$ cat src/rtl/fl_alloc_ctrl_if.sv
// Bundle between dispatch/ROB/free list and the allocation controller.
// master: the environment (dispatch, ROB, free list); slave: fl_alloc_ctrl.
interface fl_alloc_ctrl_if #(
  parameter int unsigned TAG_W = 7
);
  // Dispatch / ROB requests
  logic [1:0]       id_req_num;
  logic [1:0]       rob_retire_num;
  logic [TAG_W-1:0] rob_retire_tag_0;
  logic [TAG_W-1:0] rob_retire_tag_1;
  logic             rob_mispredict;
  logic [1:0]       rob_squash_num;
  logic [TAG_W-1:0] rob_squash_tag_0;
  logic [TAG_W-1:0] rob_squash_tag_1;
  logic             rob_squash_done;

  // Controller decisions and status
  logic [1:0]       fl_dispatch_num;
  logic [1:0]       fl_retire_num;
  logic [TAG_W-1:0] fl_retire_tag_0;
  logic [TAG_W-1:0] fl_retire_tag_1;
  logic             id_stall;
  logic             rob_retire_hold;
  logic [6:0]       free_count;
  logic             recovering;
  logic             fl_err;

  modport master (
    output id_req_num, rob_retire_num, rob_retire_tag_0, rob_retire_tag_1, rob_mispredict,
           rob_squash_num, rob_squash_tag_0, rob_squash_tag_1, rob_squash_done,
    input  fl_dispatch_num, fl_retire_num, fl_retire_tag_0, fl_retire_tag_1, id_stall,
           rob_retire_hold, free_count, recovering, fl_err
  );

  modport slave (
    input  id_req_num, rob_retire_num, rob_retire_tag_0, rob_retire_tag_1, rob_mispredict,
           rob_squash_num, rob_squash_tag_0, rob_squash_tag_1, rob_squash_done,
    output fl_dispatch_num, fl_retire_num, fl_retire_tag_0, fl_retire_tag_1, id_stall,
           rob_retire_hold, free_count, recovering, fl_err
  );
endinterface

$ cat src/rtl/fl_alloc_ctrl.sv
// Physical-register allocation controller: dispatch grant, release-port mux, exact free
// count and RUN/RECOVER sequencing for mispredict tag reclamation.
module fl_alloc_ctrl #(
  parameter int unsigned NUM_PR = 64,
  parameter int unsigned TAG_W  = 7
) (
  input logic            clock,
  input logic            reset,
  fl_alloc_ctrl_if.slave bus
);

  typedef enum logic [0:0] {StRun, StRecover} state_e;

  state_e     state_q, state_d;
  logic [6:0] free_count_q, free_count_d;
  logic       fl_err_q, fl_err_d;

  logic [1:0] req_n, ret_n, sq_n;
  logic       illegal;
  logic [1:0] grant;
  logic [1:0] rel;
  logic [7:0] avail;
  logic [7:0] total;
  logic [7:0] diff;

  // A count of 3 is out of range; treat it as 2.
  function automatic logic [1:0] clip2(input logic [1:0] v);
    return (v == 2'd3) ? 2'd2 : v;
  endfunction

  // Sanitise request counts and compute the grant from forwarded availability.
  always_comb begin
    req_n   = clip2(bus.id_req_num);
    ret_n   = clip2(bus.rob_retire_num);
    sq_n    = clip2(bus.rob_squash_num);
    illegal = (bus.id_req_num == 2'd3) || (bus.rob_retire_num == 2'd3) ||
              (bus.rob_squash_num == 2'd3);
    // Same-cycle retirements are forwarded by the free list, so they count as available.
    avail   = {1'b0, free_count_q} + {6'b0, ret_n};
    grant   = 2'd0;
    rel     = 2'd0;
    if (state_q == StRun) begin
      rel   = ret_n;
      // In-order service: a partial grant can only be slot 0.
      grant = ({6'b0, req_n} <= avail) ? req_n : avail[1:0];
    end else begin
      rel   = sq_n;
    end
  end

  // Drive free-list ports and handshake outputs; everything is parked while in reset.
  always_comb begin
    bus.fl_dispatch_num = 2'd0;
    bus.fl_retire_num   = 2'd0;
    bus.fl_retire_tag_0 = '0;
    bus.fl_retire_tag_1 = '0;
    bus.id_stall        = 1'b1;
    bus.rob_retire_hold = 1'b0;
    if (reset) begin
      bus.fl_dispatch_num = grant;
      bus.fl_retire_num   = rel;
      if (state_q == StRun) begin
        bus.fl_retire_tag_0 = bus.rob_retire_tag_0;
        bus.fl_retire_tag_1 = bus.rob_retire_tag_1;
        bus.id_stall        = (grant < req_n);
      end else begin
        bus.fl_retire_tag_0 = bus.rob_squash_tag_0;
        bus.fl_retire_tag_1 = bus.rob_squash_tag_1;
        bus.rob_retire_hold = 1'b1;
      end
    end
  end

  // Next free count with saturation, sticky error and FSM transition.
  always_comb begin
    fl_err_d     = fl_err_q | illegal;
    total        = {1'b0, free_count_q} + {6'b0, rel};
    diff         = 8'd0;
    free_count_d = free_count_q;
    if (total < {6'b0, grant}) begin
      fl_err_d     = 1'b1;
      free_count_d = 7'd0;
    end else begin
      diff = total - {6'b0, grant};
      if (diff > 8'(NUM_PR)) begin
        fl_err_d     = 1'b1;
        free_count_d = 7'(NUM_PR);
      end else begin
        free_count_d = diff[6:0];
      end
    end

    state_d = state_q;
    unique case (state_q)
      StRun:     if (bus.rob_mispredict)  state_d = StRecover;
      StRecover: if (bus.rob_squash_done) state_d = StRun;
      default:   state_d = StRun;
    endcase
  end

  // State registers with synchronous active-low reset.
  always_ff @(posedge clock) begin
    if (!reset) begin
      state_q      <= StRun;
      free_count_q <= 7'(NUM_PR);
      fl_err_q     <= 1'b0;
    end else begin
      state_q      <= state_d;
      free_count_q <= free_count_d;
      fl_err_q     <= fl_err_d;
    end
  end

  assign bus.free_count = free_count_q;
  assign bus.recovering = (state_q == StRecover);
  assign bus.fl_err     = fl_err_q;

endmodule

$ cat src/flat_wrapper.sv
// flat-port wrapper written by rule: the top's interface ports become plain ports
module fl_alloc_ctrl_flat 
#(
  parameter int unsigned NUM_PR = 64,
  parameter int unsigned TAG_W  = 7
)
  (clock, reset, bus_id_req_num, bus_rob_retire_num, bus_rob_retire_tag_0, bus_rob_retire_tag_1, bus_rob_mispredict, bus_rob_squash_num, bus_rob_squash_tag_0, bus_rob_squash_tag_1, bus_rob_squash_done, bus_fl_dispatch_num, bus_fl_retire_num, bus_fl_retire_tag_0, bus_fl_retire_tag_1, bus_id_stall, bus_rob_retire_hold, bus_free_count, bus_recovering, bus_fl_err);
  fl_alloc_ctrl_if #(.TAG_W(TAG_W)) bus_i ();
  input logic clock;
  input logic reset;
  input wire logic [$bits(bus_i.id_req_num)-1:0] bus_id_req_num;
  input wire logic [$bits(bus_i.rob_retire_num)-1:0] bus_rob_retire_num;
  input wire logic [$bits(bus_i.rob_retire_tag_0)-1:0] bus_rob_retire_tag_0;
  input wire logic [$bits(bus_i.rob_retire_tag_1)-1:0] bus_rob_retire_tag_1;
  input wire logic [$bits(bus_i.rob_mispredict)-1:0] bus_rob_mispredict;
  input wire logic [$bits(bus_i.rob_squash_num)-1:0] bus_rob_squash_num;
  input wire logic [$bits(bus_i.rob_squash_tag_0)-1:0] bus_rob_squash_tag_0;
  input wire logic [$bits(bus_i.rob_squash_tag_1)-1:0] bus_rob_squash_tag_1;
  input wire logic [$bits(bus_i.rob_squash_done)-1:0] bus_rob_squash_done;
  output wire logic [$bits(bus_i.fl_dispatch_num)-1:0] bus_fl_dispatch_num;
  output wire logic [$bits(bus_i.fl_retire_num)-1:0] bus_fl_retire_num;
  output wire logic [$bits(bus_i.fl_retire_tag_0)-1:0] bus_fl_retire_tag_0;
  output wire logic [$bits(bus_i.fl_retire_tag_1)-1:0] bus_fl_retire_tag_1;
  output wire logic [$bits(bus_i.id_stall)-1:0] bus_id_stall;
  output wire logic [$bits(bus_i.rob_retire_hold)-1:0] bus_rob_retire_hold;
  output wire logic [$bits(bus_i.free_count)-1:0] bus_free_count;
  output wire logic [$bits(bus_i.recovering)-1:0] bus_recovering;
  output wire logic [$bits(bus_i.fl_err)-1:0] bus_fl_err;
  assign bus_i.id_req_num = bus_id_req_num;
  assign bus_i.rob_retire_num = bus_rob_retire_num;
  assign bus_i.rob_retire_tag_0 = bus_rob_retire_tag_0;
  assign bus_i.rob_retire_tag_1 = bus_rob_retire_tag_1;
  assign bus_i.rob_mispredict = bus_rob_mispredict;
  assign bus_i.rob_squash_num = bus_rob_squash_num;
  assign bus_i.rob_squash_tag_0 = bus_rob_squash_tag_0;
  assign bus_i.rob_squash_tag_1 = bus_rob_squash_tag_1;
  assign bus_i.rob_squash_done = bus_rob_squash_done;
  assign bus_fl_dispatch_num = bus_i.fl_dispatch_num;
  assign bus_fl_retire_num = bus_i.fl_retire_num;
  assign bus_fl_retire_tag_0 = bus_i.fl_retire_tag_0;
  assign bus_fl_retire_tag_1 = bus_i.fl_retire_tag_1;
  assign bus_id_stall = bus_i.id_stall;
  assign bus_rob_retire_hold = bus_i.rob_retire_hold;
  assign bus_free_count = bus_i.free_count;
  assign bus_recovering = bus_i.recovering;
  assign bus_fl_err = bus_i.fl_err;
  fl_alloc_ctrl #(.NUM_PR(NUM_PR), .TAG_W(TAG_W)) u_core (.clock(clock), .reset(reset), .bus(bus_i));
endmodule
$ cat config.mk
export PLATFORM = sky130hd
export DESIGN_NAME = fl_alloc_ctrl_flat
export DESIGN_NICKNAME = d
export VERILOG_FILES = /design/src/rtl/fl_alloc_ctrl_if.sv /design/src/rtl/fl_alloc_ctrl.sv /design/src/flat_wrapper.sv
export SDC_FILE = /design/constraint.sdc
export NUM_CORES = 1
export LEC_CHECK = 0
export BUFFER_PORTS_ARGS = -buffer_cell sky130_fd_sc_hd__buf_2
export CAP_MARGIN = 20
export CORE_ASPECT_RATIO = 1.2
export CORE_MARGIN = 8
export CORE_UTILIZATION = 40
export CTS_CLUSTER_SIZE = 8
export DETAILED_ROUTE_END_ITERATION = 10
export GPL_ROUTABILITY_DRIVEN = 0
export PLACE_DENSITY = 0.72
export SLEW_MARGIN = 5
export SYNTH_ARGS = -nofsm -noshare
export SYNTH_HDL_FRONTEND = slang
export SYNTH_SLANG_ARGS = --single-unit
$ cat constraint.sdc
create_clock -name clock -period 6.55 [get_ports clock]
set_input_delay 0.3275 -clock clock [delete_from_list [all_inputs] [get_ports clock]]
set_output_delay 0.3275 -clock clock [all_outputs]
set_load 0.01 [all_outputs]
==> Word-level counts from Yosys, hierarchy flattened <==
Cells that the tools add are included.
{ "classes": {"n_addsub": 3, "magnitude_cmp": 4, "eq_ne": 3, "muxes": 23, "n_bitwise": 3, "reduce_logical": 3} }
{ "op_table": {"columns": ["operator", "n"], "rows": [
  ["$mux W7", 6],
  ["$add A7 B2 Y8", 2],
  ["$mux W2", 8],
  ["$gt A8 B7 Y1 const B", 1],
  ["$le A2 B8 Y1", 1],
  ["$lt A8 B2 Y1", 1],
  ["$mux W1", 8],
  ["$sub A8 B2 Y8", 1],
  ["$eq A2 B2 Y1 const B", 3],
  ["$reduce_or A3 Y1", 1],
  ["$logic_or A1 B1 Y1", 2],
  ["$lt A2 B2 Y1", 1],
  ["$not A1 Y1", 2],
  ["$pmux W1 S2", 1],
  ["$or A1 B1 Y1", 1]
]} }
{ "word_totals": {"ff_bits": 9, "in_bits": 38, "output_inout_bits": 29} }

==> Longest topological paths before layout <==
Gate-level depths: netlist of run 1.
{ "depth": {"word_depth": 10, "ltp_mapped": 16, "mapped_depth_nobuf": 16} }

==> Worst setup path before layout of run 1 <==
No wires, ideal clock.
{ "synth_timing": {"path_type": "input port to flip-flop", "from": "in bus_rob_retire_num[0]", "to": "reg u_core.free_count_q[4], in the netlist u_core.bus.free_count[4]", "t_arrival_ns": 3.764, "t_required_ns": 6.422, "slack_ns": 2.659, "stages": 16, "n_path_buf": 0, "cell_sequence": "nor2b_1 > ha_1 > inv_1 > fa_1 > ha_1 > a21oi_1 > o2111ai_1 > or2_2 > a21oi_1 > inv_1 > ha_1 > a211oi_4 > nand2_2 > or4_1 > nand3_1 > nor3_1"} }
{ "synth_via": {"elab_chain_len": 9, "word_cells_on_any_way": 12} }
{ "synth_rtl": {"columns": ["item", "line_no", "source"], "rows": [
  ["start, declared", "flat_wrapper.sv:12", "input wire logic [$bits(bus_i.rob_retire_num)-1:0] bus_rob_retire_num;"],
  ["$eq A2 B2 Y1", "fl_alloc_ctrl.sv:28", "return (v == 2'd3) ? 2'd2 : v;"],
  ["$mux W2 *", "fl_alloc_ctrl.sv:28", null],
  ["$add A7 B2 Y8", "fl_alloc_ctrl.sv:39", "avail = {1'b0, free_count_q} + {6'b0, ret_n};"],
  ["$le A2 B8 Y1", "fl_alloc_ctrl.sv:45", "grant = ({6'b0, req_n} <= avail) ? req_n : avail[1:0];"],
  ["$mux W2", "fl_alloc_ctrl.sv:45", null],
  ["$mux W2", "fl_alloc_ctrl.sv:42", "if (state_q == StRun) begin"],
  ["$sub A8 B2 Y8", "fl_alloc_ctrl.sv:84", "diff = total - {6'b0, grant};"],
  ["$gt A8 B7 Y1", "fl_alloc_ctrl.sv:85", "if (diff > 8'(NUM_PR)) begin"],
  ["$reduce_or A3 Y1 (no source line)", null, null],
  ["end signal, assigned", "fl_alloc_ctrl.sv:105", "free_count_q <= 7'(NUM_PR);"],
  ["end signal, assigned", "fl_alloc_ctrl.sv:109", "free_count_q <= free_count_d;"],
  ["end, declared", "fl_alloc_ctrl.sv:15", "logic [6:0] free_count_q, free_count_d;"]
]} }
Every way passes the cells marked *; elsewhere a longest branch is shown, timed or not.
A chain may end at the register's enable or synchronous reset.

==> Worst setup path after layout of run 1 <==
{ "layout_timing": {"from": "reg u_core.free_count_q[0], in the netlist u_core.bus.free_count[0]", "to": "reg u_core.free_count_q[4], in the netlist u_core.bus.free_count[4]"} }
{ "layout_via": {"elab_chain_len": 7, "word_cells_on_any_way": 9} }
{ "layout_rtl": {"columns": ["item", "line_no"], "rows": [
  ["$add A7 B2 Y8", "fl_alloc_ctrl.sv:39"],
  ["$le A2 B8 Y1", "fl_alloc_ctrl.sv:45"],
  ["$mux W2", "fl_alloc_ctrl.sv:45"],
  ["$mux W2", "fl_alloc_ctrl.sv:42"],
  ["$sub A8 B2 Y8", "fl_alloc_ctrl.sv:84"],
  ["$gt A8 B7 Y1", "fl_alloc_ctrl.sv:85"],
  ["$reduce_or A3 Y1 (no source line)", null]
]} }
Parallel ways exist; a longest one is shown, timed or not.

==> impl_summary.txt, run 1 <==
----------------------------------------------------
[Outcome]
  Run status ... finished clean

[Timing]
  Headroom to the max-slew limit ... 27.6%
  Hold violation total from the final report ... 0
  Max Clock Freq ... 0.247 GHz
  Final-report max-slew violation count ... 0
  Unrepaired setup endpoints after global routing ... false
  Final setup violation count ... 0
  TNS Setup ... 0 ps
  Portion of the clock cycle consumed by the worst path in the final layout ... 61.9%
  Skew final ... 4.31 ps
  Transition time at the pin with the least slew margin ... 1080 ps
  Post-layout min period ... 4060 ps

[Flow run]
  Count of max-cap constraint violations ... 0

[Final layout]
  Area Growth Syn to Fin ... 28.4%
  Final non-filler cell total ... 255
  Cell area after layout ... 0.00165 mm^2
  Layout net count ... 270
  Filler cells ... 329
  Total area of multi-input combinational cells ... 0.00101 mm^2
  FF+latch area ... 180 um^2
  Most common cell after layout, fill and taps aside ... sky130_fd_sc_hd__buf_2
  Layout cells sized above 1 ... 35.6%
  Antenna cell count ... 0
  Final cell utilization of the core ... 53.9%
  Most frequent cells in the layout ... sky130_fd_sc_hd__buf_2 (66), sky130_fd_sc_hd__nor2b_1 (21), sky130_fd_sc_hd__mux2i_1 (17), sky130_fd_sc_hd__inv_1 (14)

[Critical path]
  CP Depth ... 15
  Cells along the critical path ... ha_1 > inv_1 > fa_1 > ha_1 > a21oi_1 > o2111ai_1 > or2_2 > a21oi_1 > inv_1 > ha_1 > a211oi_4 > nand2_2 > o41a_1 > a41oi_2 > nor3_1
  Signal arrival time at the worst endpoint ... 4200 ps
  Required time of the worst setup path ... 6690 ps
  Most used cell along the critical path ... sky130_fd_sc_hd__ha_1
  Critical path's slowest cell ... sky130_fd_sc_hd__fa_1
  Worst setup SP type ... flip-flop
  Slowest cell delay on critical path ... 450 ps
  Largest delay contributor family on the critical path ... compound AO/OA/AOI/OAI gates
  Worst setup EP type ... flip-flop
  Category of the most critical setup path ... reg -> reg
  Number of cell instances on the worst register-to-register path ... 15
  Buf+Inv Stages, Crit Path ... 2
  Peak fanout along the critical path ... 6

[Power and ir drop]
  Logic gate share of total power ... 67.3%
  Fraction of power spent switching nets ... 48.8%
  Seq pwr share ... 23.8%
  Internal power contribution ... 247 uW
  Peak ir drop on the vdd network ... 0.000194 V
  Pwr Density ... 293 mW/mm^2
  Fraction of power consumed by the clock network ... 8.9%
  Static Leak ... 0.798 nW
  Switching pwr ... 235 uW

[Yosys]
  Post-synthesis sequential element count ... 9
  Multiplexer area fraction after synthesis ... 14.1%
  Async set-or-reset flop fraction in the synthesized netlist ... 0%
  Cell count after synthesis ... 158
  Primary FF master, synth ... sky130_fd_sc_hd__dfxtp_1
  Mapped cell area ... 0.00128 mm^2
  Portion of the post-synthesis area used by sequential elements ... 14.0%
  Arithmetic-cell share of the synthesized area counting full adders, half adders and majority gates ... 13.5%
  EDFF count, synth ... 0
  Total number of yosys warnings ... 0
  Combinational family with the most area after synthesis ... simple AND/OR/NAND/NOR gates
  Synthesized area divided by synthesized cell count ... 8.12 um^2
  Simple-gate share of the synthesized area ... 26.2%
  Area fraction in compound gates after synthesis ... 15.4%
  Xor/xnor cell area share of the yosys netlist ... 9.37%
  Post-synthesis cell type count ... 46
  Total nets after synthesis ... 208

[Worst hold path]
  Worst hold-check path type ... in -> reg
  Worst Hold Path Cells ... 3

[Place]
  IO buf count ... 66
  Total placed cells including tap cells ... 251
  Cell area after placement ... 0.00162 mm^2
  HPWL after detailed placement ... 3.22 mm

[Die]
  Number of core rows ... 22
  Number of I/O pins ... 67
  Total die area ... 0.00528 mm^2
  Floorplan Core Area ... 0.00306 mm^2
  Die height ... 78.0 um
  Initial core utilization ... 42.0%
  Die extent in x ... 67.7 um

[Clock network]
  Count of instances resized after the clock tree is built ... 0
  Max Buffers Root-to-Sink ... 2
  Clock Sinks ... 9
  H-tree depth ... 1
  Setup Fix Bufs, Post-CTS ... 0
  Clock buffer count from CTS ... 3
  Clk_lat worst skew ... 260 ps
  Cell at the root of the clock tree ... sky130_fd_sc_hd__clkbuf_4
  Clock slew seen by the registers of the worst setup and hold paths ... 60 ps
  TritonCTS clock tree ... yes
  # hold bufs at CTS ... 0

[Drt]
  Post-detailed-route DRC marker count ... 0
  Average wire per standard cell ... 14.7 um
  Pre-Repair DR Iteration Count ... 4
  Total via count in the routed design ... 1,310
  Routed Antenna Nets ... 0
  Ratio of routed vias to standard cells ... 5.14
  Final WL ... 3.75 mm
  First DRT Iteration DRCs ... 38

[GRT]
  Vias in the first global route ... 1,304
  GRT Overall Usage ... 13.9%
  Largest net degree at the start of global routing ... 24
  Gr ovfl total ... 0
  Global-route wire length before repair ... 5.97 mm
  Antenna violations before repair ... 0

----------------------------------------------------
==> worst register-to-register path, stage by stage, from the launching register on <==
cell and delay (ps):
sky130_fd_sc_hd__dfxtp_1 370, sky130_fd_sc_hd__ha_1 180, sky130_fd_sc_hd__inv_1 50, sky130_fd_sc_hd__fa_1 450, sky130_fd_sc_hd__ha_1 310, sky130_fd_sc_hd__a21oi_1 140
sky130_fd_sc_hd__o2111ai_1 170, sky130_fd_sc_hd__or2_2 330, sky130_fd_sc_hd__a21oi_1 230, sky130_fd_sc_hd__inv_1 130, sky130_fd_sc_hd__ha_1 320, sky130_fd_sc_hd__a211oi_4 280
sky130_fd_sc_hd__nand2_2 140, sky130_fd_sc_hd__o41a_1 450, sky130_fd_sc_hd__a41oi_2 290, sky130_fd_sc_hd__nor3_1 100
==> state kept, by name, indices dropped and copies added, names as in the netlist <==
register               flops
u_core.bus.free_count      7
u_core.bus.fl_err          1
u_core.bus.recovering      1
==> path summary, 6_finish.rpt <==
check	slack [ps]	end	startpoint
min reg2reg	590	u_core.bus.fl_err$_SDFF_PN0_	u_core.bus.fl_err$_SDFF_PN0_
max	2490	u_core.bus.free_count[4]$_SDFF_PP0_	u_core.bus.free_count[0]$_SDFF_PP0_
min	380	u_core.bus.recovering$_SDFF_PN0_	bus_rob_squash_done
max reg2reg	2490	u_core.bus.free_count[4]$_SDFF_PP0_	u_core.bus.free_count[0]$_SDFF_PP0_
==> synthesized netlist by cell type (all sizes together) (3+ instances only) <==
master / number / area share, %
mux2i: 17 / 13
xnor2: 8 / 6.0
nor3: 8 / 3.1
clkbuf: 4 / 1.2
nor2b: 21 / 10
a211oi: 3 / 3.1
xor2: 4 / 3.3
dfxtp: 9 / 14
nor2: 4 / 1.2
ha: 9 / 8.8
and2: 5 / 2.4
a21oi: 6 / 2.3
inv: 15 / 4.4
nand2: 7 / 2.2
o21ai: 4 / 1.6
buf: 5 / 1.8
fa: 3 / 4.7
==> cells by family (layout without fill, tap and decap cells) <==
kind of cell | Yosys count | in the layout
compound gates | 25 | 25
xor+xnor | 12 | 12
fa+ha+maj | 12 | 12
buf+inv | 24 | 85
flops | 9 | 9
mux | 18 | 18
simple gates | 58 | 58
==> per-stage QoR <==
step	setup WS [ps]	total power, mW	hold slack [ps]
finish	2490	0.482	385
global route	2180	0.528	398
CTS	2470	0.487	379
detailed placement	2220	0.442	570
global placement	2310	0.441	566
floorplan	2660	0.357	559
==> power groups by stage <==
| stage | logic, mW | registers [mW] | clock network (mW) |
|---|---|---|---|
| 2_1_floorplan | 0.258 | 0.0991 | 0 |
| 3_3_place_gp | 0.325 | 0.116 | 0 |
| 3_5_place_dp | 0.327 | 0.116 | 0 |
| 4_1_cts | 0.328 | 0.115 | 0.0447 |
| 5_1_grt | 0.361 | 0.119 | 0.0480 |
| 6_report | 0.325 | 0.115 | 0.0427 |
==> final cells by class <==
type                            count  area share [%]
Clock buffer                        4            1.60
Inverter                           15            3.42
Multi-Input combinational cell    125            61.2
Sequential cell                     9            10.9
Tap cell                           36            2.74
Timing Repair Buffer               66            20.1
==> routing by layer <==
layer,share of wire (%),wire (um),global-route usage (%)
met5,0,0,0
met4,0.80,30,2.52
met3,11,400,3.84
met2,50,1890,25.9
met1,38,1430,14.9
Note: power is estimated with default switching activity, not from simulation.
==> run 2: changes to the inputs <==
PLACE_DENSITY = 0.75   (was 0.72)
clock period = 3.7 ns   (was 6.55 ns; I/O delays follow)
==> impl_summary.txt, run 2 (synthesized netlist as in run 1, its figures left out) <==
----------------------------------------------------
[Outcome]
  Run status ... finished with violations
  Failing checks ... setup timing

[Die]
  Total die area ... 0.00528 mm^2 (unchanged)
  Floorplan Core Area ... 0.00306 mm^2 (unchanged)
  Number of core rows ... 22 (unchanged)
  Die height ... 78.0 um (unchanged)
  Number of I/O pins ... 67 (unchanged)
  Initial core utilization ... 42.0% (unchanged)
  Die extent in x ... 67.7 um (unchanged)

[Drt]
  Pre-Repair DR Iteration Count ... 4 (unchanged)
  Topmost layer with routed signal wires ... met4
  Met3 routed WL ... 481 um (+20%)
  DR WL met2 ... 2.10 mm (+11%)
  Routed Antenna Nets ... 0 (unchanged)
  Post-detailed-route DRC marker count ... 0 (unchanged)
  First DRT Iteration DRCs ... 44 (+16%)
  Total via count in the routed design ... 1,396 (+6.6%)
  Average wire per standard cell ... 14.8 um (+0.48%)
  M1 WL ... 1.39 mm (-3.1%)
  Final WL ... 4.02 mm (+7.2%)
  Ratio of routed vias to standard cells ... 5.13 (about the same)

[GRT]
  Vias in the first global route ... 1,356 (+4.0%)
  Antenna violations before repair ... 0 (unchanged)
  GRT Overall Usage ... 14.6% (+0.69 points)
  Global-route wire length before repair ... 6.24 mm (+4.5%)
  Gr ovfl total ... 0 (unchanged)
  Largest net degree at the start of global routing ... 24 (unchanged)

[Clock network]
  # hold bufs at CTS ... 0 (unchanged)
  Clock Sinks ... 9 (unchanged)
  Max Buffers Root-to-Sink ... 2 (unchanged)
  H-tree depth ... 1 (unchanged)
  Clock slew seen by the registers of the worst setup and hold paths ... 60 ps (about the same)
  Clk_lat worst skew ... 270 ps (about the same)
  Cell at the root of the clock tree ... sky130_fd_sc_hd__clkbuf_4
  TritonCTS clock tree ... yes
  Clock buffer count from CTS ... 3 (unchanged)

[Timing]
  Final setup violation count ... 1 (+1)
  Unrepaired setup endpoints after global routing ... true
  Portion of the clock cycle consumed by the worst path in the final layout ... 101% (+39 points)
  Skew final ... 2.32 ps (-1.99 ps)
  Headroom to the max-slew limit ... 61.6% (+34 points)
  Final setup margin ... -24.4 ps (-2520 ps)
  Post-layout min period ... 3720 ps (-332 ps)
  Final-report max-slew violation count ... 0 (unchanged)
  Transition time at the pin with the least slew margin ... 570 ps (-514 ps)
  Hold violation total from the final report ... 0 (unchanged)
  Max Clock Freq ... 0.268 GHz (+8.9%)

[Power and ir drop]
  Pwr Density ... 580 mW/mm^2 (+98%)
  Static Leak ... 0.895 nW (+12%)
  Peak ir drop on the vdd network ... 0.000444 V (+130%)
  PnR Total Power ... 1.11 mW (+130%)

[Place]
  HPWL after detailed placement ... 3.27 mm (+1.5%)
  Total placed cells including tap cells ... 265 (+5.6%)
  IO buf count ... 66 (unchanged)

[Critical path]
  Worst setup SP type ... flip-flop
  Internal reg-to-reg setup slack ... -20 ps (-2520 ps)
  Category of the most critical setup path ... reg -> reg
  Required time of the worst setup path ... 3860 ps (-2830 ps)
  Worst setup EP type ... flip-flop
  Signal arrival time at the worst endpoint ... 3880 ps (-320 ps)
  Number of cell instances on the worst register-to-register path ... 16 (+1)
  Peak fanout along the critical path ... 5 (-1)

[Final layout]
  Antenna cell count ... 0 (unchanged)
  Most frequent cells in the layout ... sky130_fd_sc_hd__buf_2 (66), sky130_fd_sc_hd__nor2b_1 (20), sky130_fd_sc_hd__mux2i_1 (16), sky130_fd_sc_hd__buf_4 (16), sky130_fd_sc_hd__inv_1 (11)
  Most common cell after layout, fill and taps aside ... sky130_fd_sc_hd__buf_2
  Filler cells ... 280 (-15%)
  Number of flip-flops under the largest register name ... 7 (unchanged)
  Final non-filler cell total ... 272 (+6.7%)
  Layout net count ... 287 (+6.3%)
  Layout cells sized above 1 ... 49.2% (+14 points)
  Area Growth Syn to Fin ... 48.7%

[Flow run]
  Count of max-cap constraint violations ... 0 (unchanged)

[Worst hold path]
  Worst hold-check path type ... in -> reg
  Worst Hold Path Cells ... 3 (unchanged)

----------------------------------------------------
-- run 2: cell types whose count changed in the layout (fill, tap and decap cells not counted), moves of 3 or more --
cell	before	now
sky130_fd_sc_hd__inv_2	1	4
sky130_fd_sc_hd__ha_1	9	5
sky130_fd_sc_hd__buf_4	0	16
sky130_fd_sc_hd__inv_1	14	11
sky130_fd_sc_hd__ha_4	0	3
-- run 2: timing repair --
item | CTS | global route
setup endpoints to repair | 7 | 8
resized for setup | 16 | 6
pin swaps | 6 | 6
setup buffers | 3 | 1
-- run 2: metrics by stage --
step	utilization (%)	worst slack, ps	instance area [um^2]	setup TNS (ps)	hold WS (ps)
after floorplan	-	0.603	1310	0	365
after detailed placement	57.3	-223	1750	-1380	519
final	62.4	-24.4	1910	-24.4	232
after CTS	61.4	-67.3	1880	-321	228
after global routing	62.4	-191	1910	-979	241
after global placement	57.3	-165	1750	-977	511
-- run 2: path summary, 6_finish.rpt --
path	from	end
worst min register to register	u_core.bus.fl_err$_SDFF_PN0_	u_core.bus.fl_err$_SDFF_PN0_
worst max register to register	u_core.bus.free_count[0]$_SDFF_PP0_	u_core.bus.fl_err$_SDFF_PN0_
worst min-delay path	bus_rob_squash_done	u_core.bus.recovering$_SDFF_PN0_
worst max-delay path	u_core.bus.free_count[0]$_SDFF_PP0_	u_core.bus.fl_err$_SDFF_PN0_
-- run 2: worst max-delay path, cell delays in order (launching register included) --
cell                        delay [ps]
sky130_fd_sc_hd__dfxtp_2           350
sky130_fd_sc_hd__ha_4              140
sky130_fd_sc_hd__inv_2              30
sky130_fd_sc_hd__fa_2              550
sky130_fd_sc_hd__ha_4              210
sky130_fd_sc_hd__a21oi_2           140
sky130_fd_sc_hd__o2111ai_2         130
sky130_fd_sc_hd__buf_4             200
sky130_fd_sc_hd__mux2i_4           180
sky130_fd_sc_hd__nor2_1            120
sky130_fd_sc_hd__ha_2              180
sky130_fd_sc_hd__inv_2              50
sky130_fd_sc_hd__fa_2              370
sky130_fd_sc_hd__xor2_1            220
sky130_fd_sc_hd__and4b_1           280
sky130_fd_sc_hd__a41oi_4           160
sky130_fd_sc_hd__o31a_1            290
-- run 2: area by class of cell --
cell class	count	area [um^2]	area share (%)
Timing Repair Buffer	83	462	24.2
Clock buffer	4	26.3	1.38
Inverter	15	56.3	2.95
Sequential cell	9	185	9.71
Tap cell	36	45.0	2.36
Multi-Input combinational cell	125	1130	59.4
-- run 2: routing by layer --
metal  vias to the layer above  GRT usage (%)
met3                         6           5.26
li1                        705              -
met5                         -              0
met4                         0           3.35
met2                        50           26.7
met1                       635           15.0
-- run 2: where the power goes --
group | switching, mW | total (mW) | internal [mW]
clock | 0.0370 | 0.0787 | 0.0417
sequential | 0.0361 | 0.167 | 0.131
combinational | 0.440 | 0.860 | 0.420
total | 0.513 | 1.11 | 0.592
